**src/rtl/conv_pkg.sv**
```systemverilog
// Shared definitions for the convolution matrix loader: default geometry,
// loader state encoding and the bit-plane-major flattening rule.
package conv_pkg;

    localparam int unsigned DEF_ROW_LIMIT   = 10;
    localparam int unsigned DEF_WINDOW_SIZE = 3;
    localparam int unsigned DEF_DATA_W      = 5;

    typedef enum logic [1:0] {
        KERNEL,
        IMAGE,
        PRESENT,
        RESYNC
    } loader_state_t;

    // Bit b of element k sits in plane b, so its flat position is b*N + k.
    function automatic int unsigned bitplane_index(input int unsigned b,
                                                   input int unsigned k,
                                                   input int unsigned n);
        return b * n + k;
    endfunction

endpackage

```
**src/rtl/bitplane_writer.sv**
```systemverilog
// Slot-addressed element store exposed as a flattened bit-plane-major bus.
// Each element bit goes to its own plane; a write touches only the addressed slot.
module bitplane_writer
    import conv_pkg::*;
#(
    parameter int unsigned N      = 9,
    parameter int unsigned DATA_W = DEF_DATA_W,
    parameter int unsigned IDX_W  = $clog2(N)
) (
    input  logic                  clk,
    input  logic                  rst_n,
    input  logic                  wrEn,
    input  logic [IDX_W-1:0]      slot,
    input  logic [DATA_W-1:0]     elem,
    output logic [DATA_W*N-1:0]   planes
);

    for (genvar b = 0; b < DATA_W; b++) begin : g_plane
        logic [N-1:0] plane;

        // Plane storage: cleared only by reset, overwritten slot by slot.
        always_ff @(posedge clk or negedge rst_n) begin
            if (!rst_n) begin
                plane <= '0;
            end else if (wrEn) begin
                plane[slot] <= elem[b];
            end
        end

        assign planes[bitplane_index(b, 0, N) +: N] = plane;
    end

endmodule

```
**src/rtl/conv_matrix_loader.sv**
```systemverilog
// Stream-to-matrix front end: collects kernel then image elements from a
// valid/ready stream, scatters them into bit-plane buses and presents both
// buses under a valid/ready handshake. Framing errors pulse frame_err.
module conv_matrix_loader
    import conv_pkg::*;
#(
    parameter int unsigned ROW_LIMIT   = DEF_ROW_LIMIT,
    parameter int unsigned WINDOW_SIZE = DEF_WINDOW_SIZE,
    parameter int unsigned DATA_W      = DEF_DATA_W
) (
    input  logic                                     clk,
    input  logic                                     rst_n,
    input  logic                                     s_valid,
    output logic                                     s_ready,
    input  logic [DATA_W-1:0]                        s_data,
    input  logic                                     s_last,
    output logic                                     m_valid,
    input  logic                                     m_ready,
    output logic [DATA_W*ROW_LIMIT*ROW_LIMIT-1:0]    in_matrix,
    output logic [DATA_W*WINDOW_SIZE*WINDOW_SIZE-1:0] eigen_matrix,
    output logic                                     frame_err
);

    localparam int unsigned N_IMG = ROW_LIMIT * ROW_LIMIT;
    localparam int unsigned N_KER = WINDOW_SIZE * WINDOW_SIZE;
    localparam int unsigned N_MAX = (N_IMG > N_KER) ? N_IMG : N_KER;
    localparam int unsigned CNT_W = $clog2(N_MAX);
    localparam int unsigned IMG_W = $clog2(N_IMG);
    localparam int unsigned KER_W = $clog2(N_KER);

    loader_state_t     stateQ, stateD;
    logic [CNT_W-1:0]  elemCnt, cntD;
    logic              sReadyQ, mValidQ, errQ, errD;
    logic              kerWe, imgWe, accept;

    assign accept    = s_valid && sReadyQ;
    assign s_ready   = sReadyQ;
    assign m_valid   = mValidQ;
    assign frame_err = errQ;

    // Next-state, element counter and write enables for the frame parser.
    always_comb begin
        stateD = stateQ;
        cntD   = elemCnt;
        errD   = 1'b0;
        kerWe  = 1'b0;
        imgWe  = 1'b0;
        unique case (stateQ)
            KERNEL: begin
                if (accept) begin
                    kerWe = 1'b1;
                    if (s_last) begin
                        // Frame ended inside the kernel: restart collection.
                        errD   = 1'b1;
                        stateD = KERNEL;
                        cntD   = '0;
                    end else if (elemCnt == CNT_W'(N_KER - 1)) begin
                        stateD = IMAGE;
                        cntD   = '0;
                    end else begin
                        cntD = elemCnt + CNT_W'(1);
                    end
                end
            end
            IMAGE: begin
                if (accept) begin
                    imgWe = 1'b1;
                    if (elemCnt == CNT_W'(N_IMG - 1)) begin
                        cntD = '0;
                        if (s_last) begin
                            stateD = PRESENT;
                        end else begin
                            // Sender overran the frame: drop until its s_last.
                            errD   = 1'b1;
                            stateD = RESYNC;
                        end
                    end else if (s_last) begin
                        errD   = 1'b1;
                        stateD = KERNEL;
                        cntD   = '0;
                    end else begin
                        cntD = elemCnt + CNT_W'(1);
                    end
                end
            end
            PRESENT: begin
                if (m_ready) begin
                    stateD = KERNEL;
                    cntD   = '0;
                end
            end
            RESYNC: begin
                if (accept && s_last) begin
                    stateD = KERNEL;
                    cntD   = '0;
                end
            end
            default: begin
                stateD = KERNEL;
                cntD   = '0;
            end
        endcase
    end

    // State, counter and registered handshake/error outputs.
    always_ff @(posedge clk or negedge rst_n) begin
        if (!rst_n) begin
            stateQ  <= KERNEL;
            elemCnt <= '0;
            sReadyQ <= 1'b0;
            mValidQ <= 1'b0;
            errQ    <= 1'b0;
        end else begin
            stateQ  <= stateD;
            elemCnt <= cntD;
            sReadyQ <= (stateD != PRESENT);
            mValidQ <= (stateD == PRESENT);
            errQ    <= errD;
        end
    end

    bitplane_writer #(
        .N      (N_KER),
        .DATA_W (DATA_W),
        .IDX_W  (KER_W)
    ) u_kernel (
        .clk    (clk),
        .rst_n  (rst_n),
        .wrEn   (kerWe),
        .slot   (elemCnt[KER_W-1:0]),
        .elem   (s_data),
        .planes (eigen_matrix)
    );

    bitplane_writer #(
        .N      (N_IMG),
        .DATA_W (DATA_W),
        .IDX_W  (IMG_W)
    ) u_image (
        .clk    (clk),
        .rst_n  (rst_n),
        .wrEn   (imgWe),
        .slot   (elemCnt[IMG_W-1:0]),
        .elem   (s_data),
        .planes (in_matrix)
    );

endmodule

```
**config.mk**
```make
export PLATFORM = sky130hd
export DESIGN_NAME = conv_matrix_loader
export DESIGN_NICKNAME = d
export VERILOG_FILES = /design/src/rtl/conv_pkg.sv /design/src/rtl/bitplane_writer.sv /design/src/rtl/conv_matrix_loader.sv
export SDC_FILE = /design/constraint.sdc
export NUM_CORES = 1
export LEC_CHECK = 0
export CAP_MARGIN = 0
export CORE_ASPECT_RATIO = 0.7
export CORE_MARGIN = 4
export CORE_UTILIZATION = 50
export DETAILED_ROUTE_END_ITERATION = 7
export GPL_TIMING_DRIVEN = 0
export PLACE_DENSITY = 0.84
export REMOVE_ABC_BUFFERS = 1
export SKIP_CTS_REPAIR_TIMING = 1
export SYNTH_ARGS = -nofsm -noshare
export SYNTH_HDL_FRONTEND = slang
export SYNTH_SLANG_ARGS = --single-unit
export TNS_END_PERCENT = 10
```
**constraint.sdc**
```tcl
create_clock -name clk -period 4.52 [get_ports clk]
set_input_delay 1.13 -clock clk [delete_from_list [all_inputs] [get_ports clk]]
set_output_delay 1.13 -clock clk [all_outputs]
set_load 0.05 [all_outputs]
```
==> flow_metrics.env, run 1 <==
export IMPL_grt_remaining_overflow=0
export IMPL_portBuffers=557
export IMPL_cts_tree="done"
export IMPL_period_share_pct=81.0
export IMPL_postSynthAreaPerCell_um2=15.3
export IMPL_drv_slew=0
export IMPL_holdPathEnd="u_image.g_plane[3].plane[28]$_DFFE_PN0P_"
export IMPL_stdcell_count=2540
export IMPL_grt_pass1_vias=15300
export IMPL_dieArea_um2=46600
export IMPL_path_cells="clkdlybuf4s50_1 > and4b_1 > nand4_1 > nor2_1 > mux2_2"
export IMPL_slowest_delay_ps=850
export IMPL_antenna_found_initial=0
export IMPL_clockBufferDepth=3
export IMPL_pwr_share_clk_pct=38.8
export IMPL_cts_htree_levels=2
export IMPL_gp_congestion=0.808
export IMPL_rsz0062_at_grt="false"
export IMPL_synthTopCellsByArea="dfrtp_1 65%, mux2_2 28%, nand2_1 1.3%"
export IMPL_cp_data_required_time_ps=4970
export IMPL_clk_pin_slew_worst_paths_ps=60
export IMPL_synthArstFlopShare_pct=100
export IMPL_yosys_most_used_dff="dfrtp_1"
export IMPL_clk_latency_ps=570
export IMPL_grt_start_max_net_pins=133
export IMPL_dp_hpwl_um=44100
export IMPL_ys_seq_area_share_pct=64.6
export IMPL_die_h_um=182
export IMPL_numCtsBuffers=51
export IMPL_p_leak_nw=14.0
export IMPL_vias=14100
export IMPL_fp_row_count=63
export IMPL_power_density_nw_per_um2=389
export IMPL_yosys_area_top_type="dfrtp_1"
export IMPL_synthToLayoutAreaGrowth_pct=37.0
export IMPL_netlist_area_leader_share_pct=64.6
export IMPL_hold_violations=0
export IMPL_arrival_ps=4110
export IMPL_tightestPinTransition_ps=1100
export IMPL_r2r_slack_ps=1400
export IMPL_max_slew_margin_pct=25.7
export IMPL_track_usage_pct=26.9
export IMPL_setup_viol=0
export IMPL_critPathKind="primary input to flop"
export IMPL_syn_inst=1409
export IMPL_reg2reg_depth=3
export IMPL_core_area_um2=42500
export IMPL_start_util_pct=50.8
export IMPL_outcome="complete, no violations"
export IMPL_min_path_cells=1
export IMPL_min_period_ps=3660
export IMPL_worst_hold_path_type="flop to flop"
export IMPL_min_delay_start="u_image.g_plane[3].plane[28]$_DFFE_PN0P_"
export IMPL_drive_above_1_share_pct=33.3
export IMPL_finalSetupTns_ps=0
export IMPL_pwr_share_comb_pct=14.7
export IMPL_cap_violations=0
export IMPL_routed_wl_um=63600
export IMPL_synth_warnings=0
export IMPL_switching_share_pct=27.3
export IMPL_io_pins=558
export IMPL_crit_slowest_cell="nand4_1"
export IMPL_max_clock_freq_ghz=0.273
export IMPL_r2r_end="u_image.g_plane[1].plane[46]$_DFFE_PN0P_"
export IMPL_wl_per_cell_um=25.1
export IMPL_p_switching_mw=3.14
export IMPL_fillCellCount=2771
export IMPL_diodes=0
export IMPL_worst_slack_ps=859
export IMPL_ant_nets=0
export IMPL_num_nets_final=1964
export IMPL_ys_types=39
export IMPL_post_place_ws_ps=370
export IMPL_crit_fanout=12
export IMPL_synth_edf_count=0
export IMPL_peakVddDrop_uv=358
export IMPL_clkSinkCount=557
export IMPL_cts_root_buf="clkbuf_16"
export IMPL_end_kind="flop"
export IMPL_synthesis_area_um2=21600
export IMPL_placedCellCount=2449
export IMPL_drtIter0Drc=866
export IMPL_p_int_mw=8.36
export IMPL_post_route_drc_count=0
export IMPL_seq_power_share_pct=46.5
export IMPL_r2r_start="elemCnt[2]$_DFFE_PN0P_"
export IMPL_finClkSkew_ps=20.0
export IMPL_grt_first_pass_wirelength_um=97400
export IMPL_die_x_um=256
export IMPL_vias_per_cell=5.53
export IMPL_setup_worst_path_start_class="primary input"
export IMPL_synth_seq_cells=557
export IMPL_firstDrtPassIters=5
logic make-up (layout without fill, tap and decap cells):
family / after synthesis / in the layout / share of synthesized area (%)
AND/OR/NAND/NOR: 197 / 197 / 4.55
AO/OA/AOI/OAI: 16 / 16 / 0.510
multiplexers: 545 / 545 / 28.4
buffers and inverters: 89 / 668 / 1.63
adder cells (fa/ha/maj): 4 / 4 / 0.232
flip-flops: 557 / 557 / 64.6
XOR/XNOR: 1 / 1 / 0.0406
critical path: cells and delay by family:
kind,cells,cell delay [ps]
buf+inv,1,570
mux,1,420
simple gates,3,1980
metrics by stage:
stage	power [mW]	instance area [um2]	utilization, %	hold WS [ps]
floorplan	6.37	21200	-	569
global placement	7.07	27500	64.7	470
detailed placement	7.13	27800	65.5	492
CTS	11.6	29600	69.6	505
global route	11.9	29600	69.6	510
finish	11.5	29600	69.6	504
worst max path at each step:
stage / end / start / slack [ps]
finish: u_image.g_plane[1].plane[46]$_DFFE_PN0P_ / s_valid / 860
global route: u_image.g_plane[3].plane[46]$_DFFE_PN0P_ / s_valid / 810
CTS: u_image.g_plane[1].plane[46]$_DFFE_PN0P_ / s_valid / 970
detailed placement: u_image.g_plane[1].plane[46]$_DFFE_PN0P_ / s_valid / 370
global placement: u_image.g_plane[1].plane[95]$_DFFE_PN0P_ / rst_n / -21100
floorplan: u_image.g_plane[0].plane[18]$_DFFE_PN0P_ / s_valid / 1460
flip-flops by register name, summed over array words and instances (netlist names):
name and cells:
u_image.g_plane.plane 500, u_kernel.g_plane.plane 45, elemCnt 7, stateQ 2, frame_err 1, m_valid 1, s_ready 1
power by group through the flow:
stage	clock [mW]	sequential (mW)	combinational, mW
after floorplan	0	6.12	0.243
after global placement	0	5.43	1.64
after detailed placement	0	5.43	1.70
after CTS	4.54	5.34	1.70
after global routing	4.76	5.37	1.75
final	4.46	5.34	1.69
cell type report:
type	instances	area, um2	share of cell area, %
clock buffers	77	1570	5.30
repair buffers	572	5860	19.8
flip-flops and latches	557	13900	47.1
clock inverters	14	181	0.614
well taps	552	691	2.34
inverters	5	18.8	0.0635
multi-input cells	763	7310	24.7
layout by cell type (no fill, tap or decap), drive strengths merged, types with 2 or more instances in the layout:
cell / instances
nand2: 74
nor4bb: 2
clkinv: 8
nor4: 7
nand3: 15
clkbuf: 77
o41ai: 2
nor2: 59
buf: 21
nand4: 2
a31oi: 2
nor3: 8
nand4b: 2
clkdlybuf4s50: 551
ha: 4
inv: 7
a21oi: 2
bufinv: 4
dfrtp: 557
nor2b: 8
mux2: 545
and3: 6
nand2b: 6
o21a: 3
o21ai: 3
cells in the mapped netlist, types with 2 or more instances:
cell	count
a31oi_1	2
nor4_1	7
nor2b_1	8
nor2_1	49
o21a_1	3
nor4bb_1	2
nand3_1	15
and3_1	6
nand2b_1	6
a21oi_1	2
ha_1	4
nand2_1	74
clkbuf_1	71
o41ai_1	2
mux2_1	3
buf_2	11
nand4_1	2
nand4b_1	2
mux2_2	542
nor3_1	8
o21ai_0	3
nor2_4	10
dfrtp_1	557
inv_1	5
per-layer routing:
metal / wire length [um] / GRT usage [%] / vias up
li1: - / - / 6023
met1: 25800 / 34.6 / 7433
met2: 31000 / 44.3 / 457
met3: 4310 / 7.60 / 142
met4: 2530 / 9.71 / 0
met5: 0 / 0 / -
No activity file was read; power rests on OpenSTA's default activity.
==> inputs of run 2 (changes only) <==
--- a/config.mk
+++ b/config.mk
@@ -8,10 +8,10 @@
 export CAP_MARGIN = 0
 export CORE_ASPECT_RATIO = 0.7
 export CORE_MARGIN = 4
-export CORE_UTILIZATION = 50
+export CORE_UTILIZATION = 44
 export DETAILED_ROUTE_END_ITERATION = 7
 export GPL_TIMING_DRIVEN = 0
-export PLACE_DENSITY = 0.84
+export PLACE_DENSITY = 0.78
 export REMOVE_ABC_BUFFERS = 1
 export SKIP_CTS_REPAIR_TIMING = 1
 export SYNTH_ARGS = -nofsm -noshare
==> constraint.sdc (replaced) <==
create_clock -name clk -period 3.15 [get_ports clk]
set_input_delay 0.7875 -clock clk [delete_from_list [all_inputs] [get_ports clk]]
set_output_delay 0.7875 -clock clk [all_outputs]
set_load 0.05 [all_outputs]
==> run 2 against run 1 <==
The flow now finishes with violations (setup timing). Design area rose by 0.13%. Global-route usage fell by 3.3 points. Via count fell by 1.6%. Combinational power rose by 43%. First-iteration DRC count fell by 14%. Utilization fell by 8.2 points. Largest power group unchanged. Highest routed layer unchanged.
==> flow_metrics.env, run 2 (synthesis results as in run 1) <==
export IMPL_core_area_um2=48200
export IMPL_cts_htree_levels=2
export IMPL_crit_buf_inv=1
export IMPL_r2r_start="elemCnt[2]$_DFFE_PN0P_"
export IMPL_finClkSkew_ps=26.1
export IMPL_grt_pass1_vias=14900
export IMPL_ant_nets=0
export IMPL_cts_tree="done"
export IMPL_tightestPinTransition_ps=1130
export IMPL_worst_slack_ps=-96.3
export IMPL_vias_per_cell=5.22
export IMPL_dp_hpwl_um=44000
export IMPL_gp_congestion=0.787
export IMPL_grt_remaining_overflow=0
export IMPL_cp_data_required_time_ps=3600
export IMPL_numCtsBuffers=53
export IMPL_arrival_ps=3700
export IMPL_r2r_end="u_image.g_plane[2].plane[54]$_DFFE_PN0P_"
export IMPL_peakVddDrop_uv=515
export IMPL_drive_above_1_share_pct=32.8
export IMPL_die_x_um=273
export IMPL_crit_family="simple AND/OR/NAND/NOR gates"
export IMPL_grt_start_max_net_pins=132
export IMPL_fp_row_count=67
export IMPL_grt_first_pass_wirelength_um=96400
export IMPL_routed_wl_um=63200
export IMPL_vias=13800
export IMPL_setup_worst_path_start_class="primary input"
export IMPL_path_depth=5
export IMPL_start_util_pct=44.8
export IMPL_period_share_pct=103
export IMPL_regMostFlops="u_image.g_plane.plane"
export IMPL_num_nets_final=1968
export IMPL_max_slew_margin_pct=24.3
export IMPL_die_h_um=193
export IMPL_top_regs="u_image.g_plane.plane x500, u_kernel.g_plane.plane x45, elemCnt x7"
export IMPL_clkSinkCount=557
export IMPL_p_leak_nw=14.0
export IMPL_cp_startpoint="s_valid"
export IMPL_setup_viol=50
export IMPL_final_cell_mix="557 x dfrtp_1, 551 x clkdlybuf4s50_1, 542 x mux2_2"
export IMPL_drv_slew=0
export IMPL_post_route_drc_count=0
export IMPL_max_clock_freq_ghz=0.308
export IMPL_reg2reg_depth=3
export IMPL_critPathKind="primary input to flop"
export IMPL_path_cells="clkdlybuf4s50_1 > and4b_1 > nand4_1 > nor2_1 > mux2_2"
export IMPL_clk_pin_slew_worst_paths_ps=60
export IMPL_end_kind="flop"
export IMPL_crit_fanout=12
export IMPL_diodes=0
export IMPL_finalSetupTns_ps=-1910
export IMPL_power_total_mw=16.2
export IMPL_portBuffers=557
export IMPL_cts_root_buf="clkbuf_16"
export IMPL_io_pins=558
export IMPL_track_usage_pct=23.6
export IMPL_drtIter0Drc=746
export IMPL_min_period_ps=3250
export IMPL_outcome="complete, but fails checks"
export IMPL_wl_per_cell_um=23.9
export IMPL_slowest_delay_ps=880
export IMPL_worst_hold_path_type="primary input to async pin"
export IMPL_clk_latency_ps=570
export IMPL_layout_cells_most_common="dfrtp_1"
export IMPL_dieArea_um2=52700
export IMPL_largest_reg_flops=500
export IMPL_synthToLayoutAreaGrowth_pct=37.2
export IMPL_power_density_nw_per_um2=546
export IMPL_r2r_slack_ps=110
export IMPL_cap_violations=0
export IMPL_firstDrtPassIters=4
export IMPL_antenna_found_initial=0
export IMPL_rsz0062_at_grt="true"
export IMPL_hold_violations=0
export IMPL_endpoint="u_image.g_plane[2].plane[54]$_DFFE_PN0P_"
export IMPL_clockBufferDepth=3
export IMPL_violations="setup timing"
export IMPL_crit_slowest_cell="nand4_1"
-- run 2: final cells by class --
type	instances	area, um2
clock buffer	85	1560
clock inverter	8	76.3
fill	3600	18600
inverter	5	18.8
multi-input combinational	763	7310
sequential	557	13900
tap	655	820
timing repair buffer	574	5880
-- run 2: worst register-to-register path, stage by stage, from the launching register on --
cell and delay (ps):
dfrtp_1 740, nand4_1 1010, nor2_1 780, mux2_2 410
-- run 2: how the worst min path moves through the flow --
stage	startpoint	to	slack (ps)	cells past startpoint
after floorplan	rst_n	elemCnt[0]$_DFFE_PN0P_	490	0
after global placement	u_image.g_plane[2].plane[3]$_DFFE_PN0P_	u_image.g_plane[2].plane[3]$_DFFE_PN0P_	470	1
after detailed placement	u_image.g_plane[1].plane[3]$_DFFE_PN0P_	u_image.g_plane[1].plane[3]$_DFFE_PN0P_	490	1
after CTS	rst_n	elemCnt[1]$_DFFE_PN0P_	200	1
after global routing	rst_n	u_image.g_plane[1].plane[30]$_DFFE_PN0P_	220	1
final	rst_n	u_kernel.g_plane[2].plane[1]$_DFFE_PN0P_	200	1
-- run 2: through the flow --
| step | setup WS [ps] | hold WS (ps) | instances | area [um2] | utilization, % |
|---|---|---|---|---|---|
| after floorplan | 433 | 492 | 1325 | 21200 | - |
| after global placement | -22120 | 472 | 2537 | 27600 | 57.3 |
| after detailed placement | -1110 | 492 | 2552 | 27900 | 58.0 |
| after CTS | -504 | 199 | 2645 | 29600 | 61.4 |
| after global routing | -140 | 222 | 2647 | 29600 | 61.4 |
| final | -96.3 | 202 | 2647 | 29600 | 61.4 |
-- run 2: per-layer routing --
metal	global-route usage [%]	vias up	share of wire, %
li1	-	6021	-
met1	30.7	7304	42
met2	39.3	401	49
met3	6.48	102	6.8
met4	6.53	0	2.9
met5	0	-	0
-- run 2: power breakdown --
| group | total, mW | internal (mW) | switching, mW | leakage [nW] |
|---|---|---|---|---|
| Clock | 6.10 | 3.46 | 2.65 | 0.798 |
| Sequential | 7.65 | 7.46 | 0.197 | 7.72 |
| Combinational | 2.41 | 0.779 | 1.63 | 5.45 |
| Total | 16.2 | 11.7 | 4.47 | 14.0 |
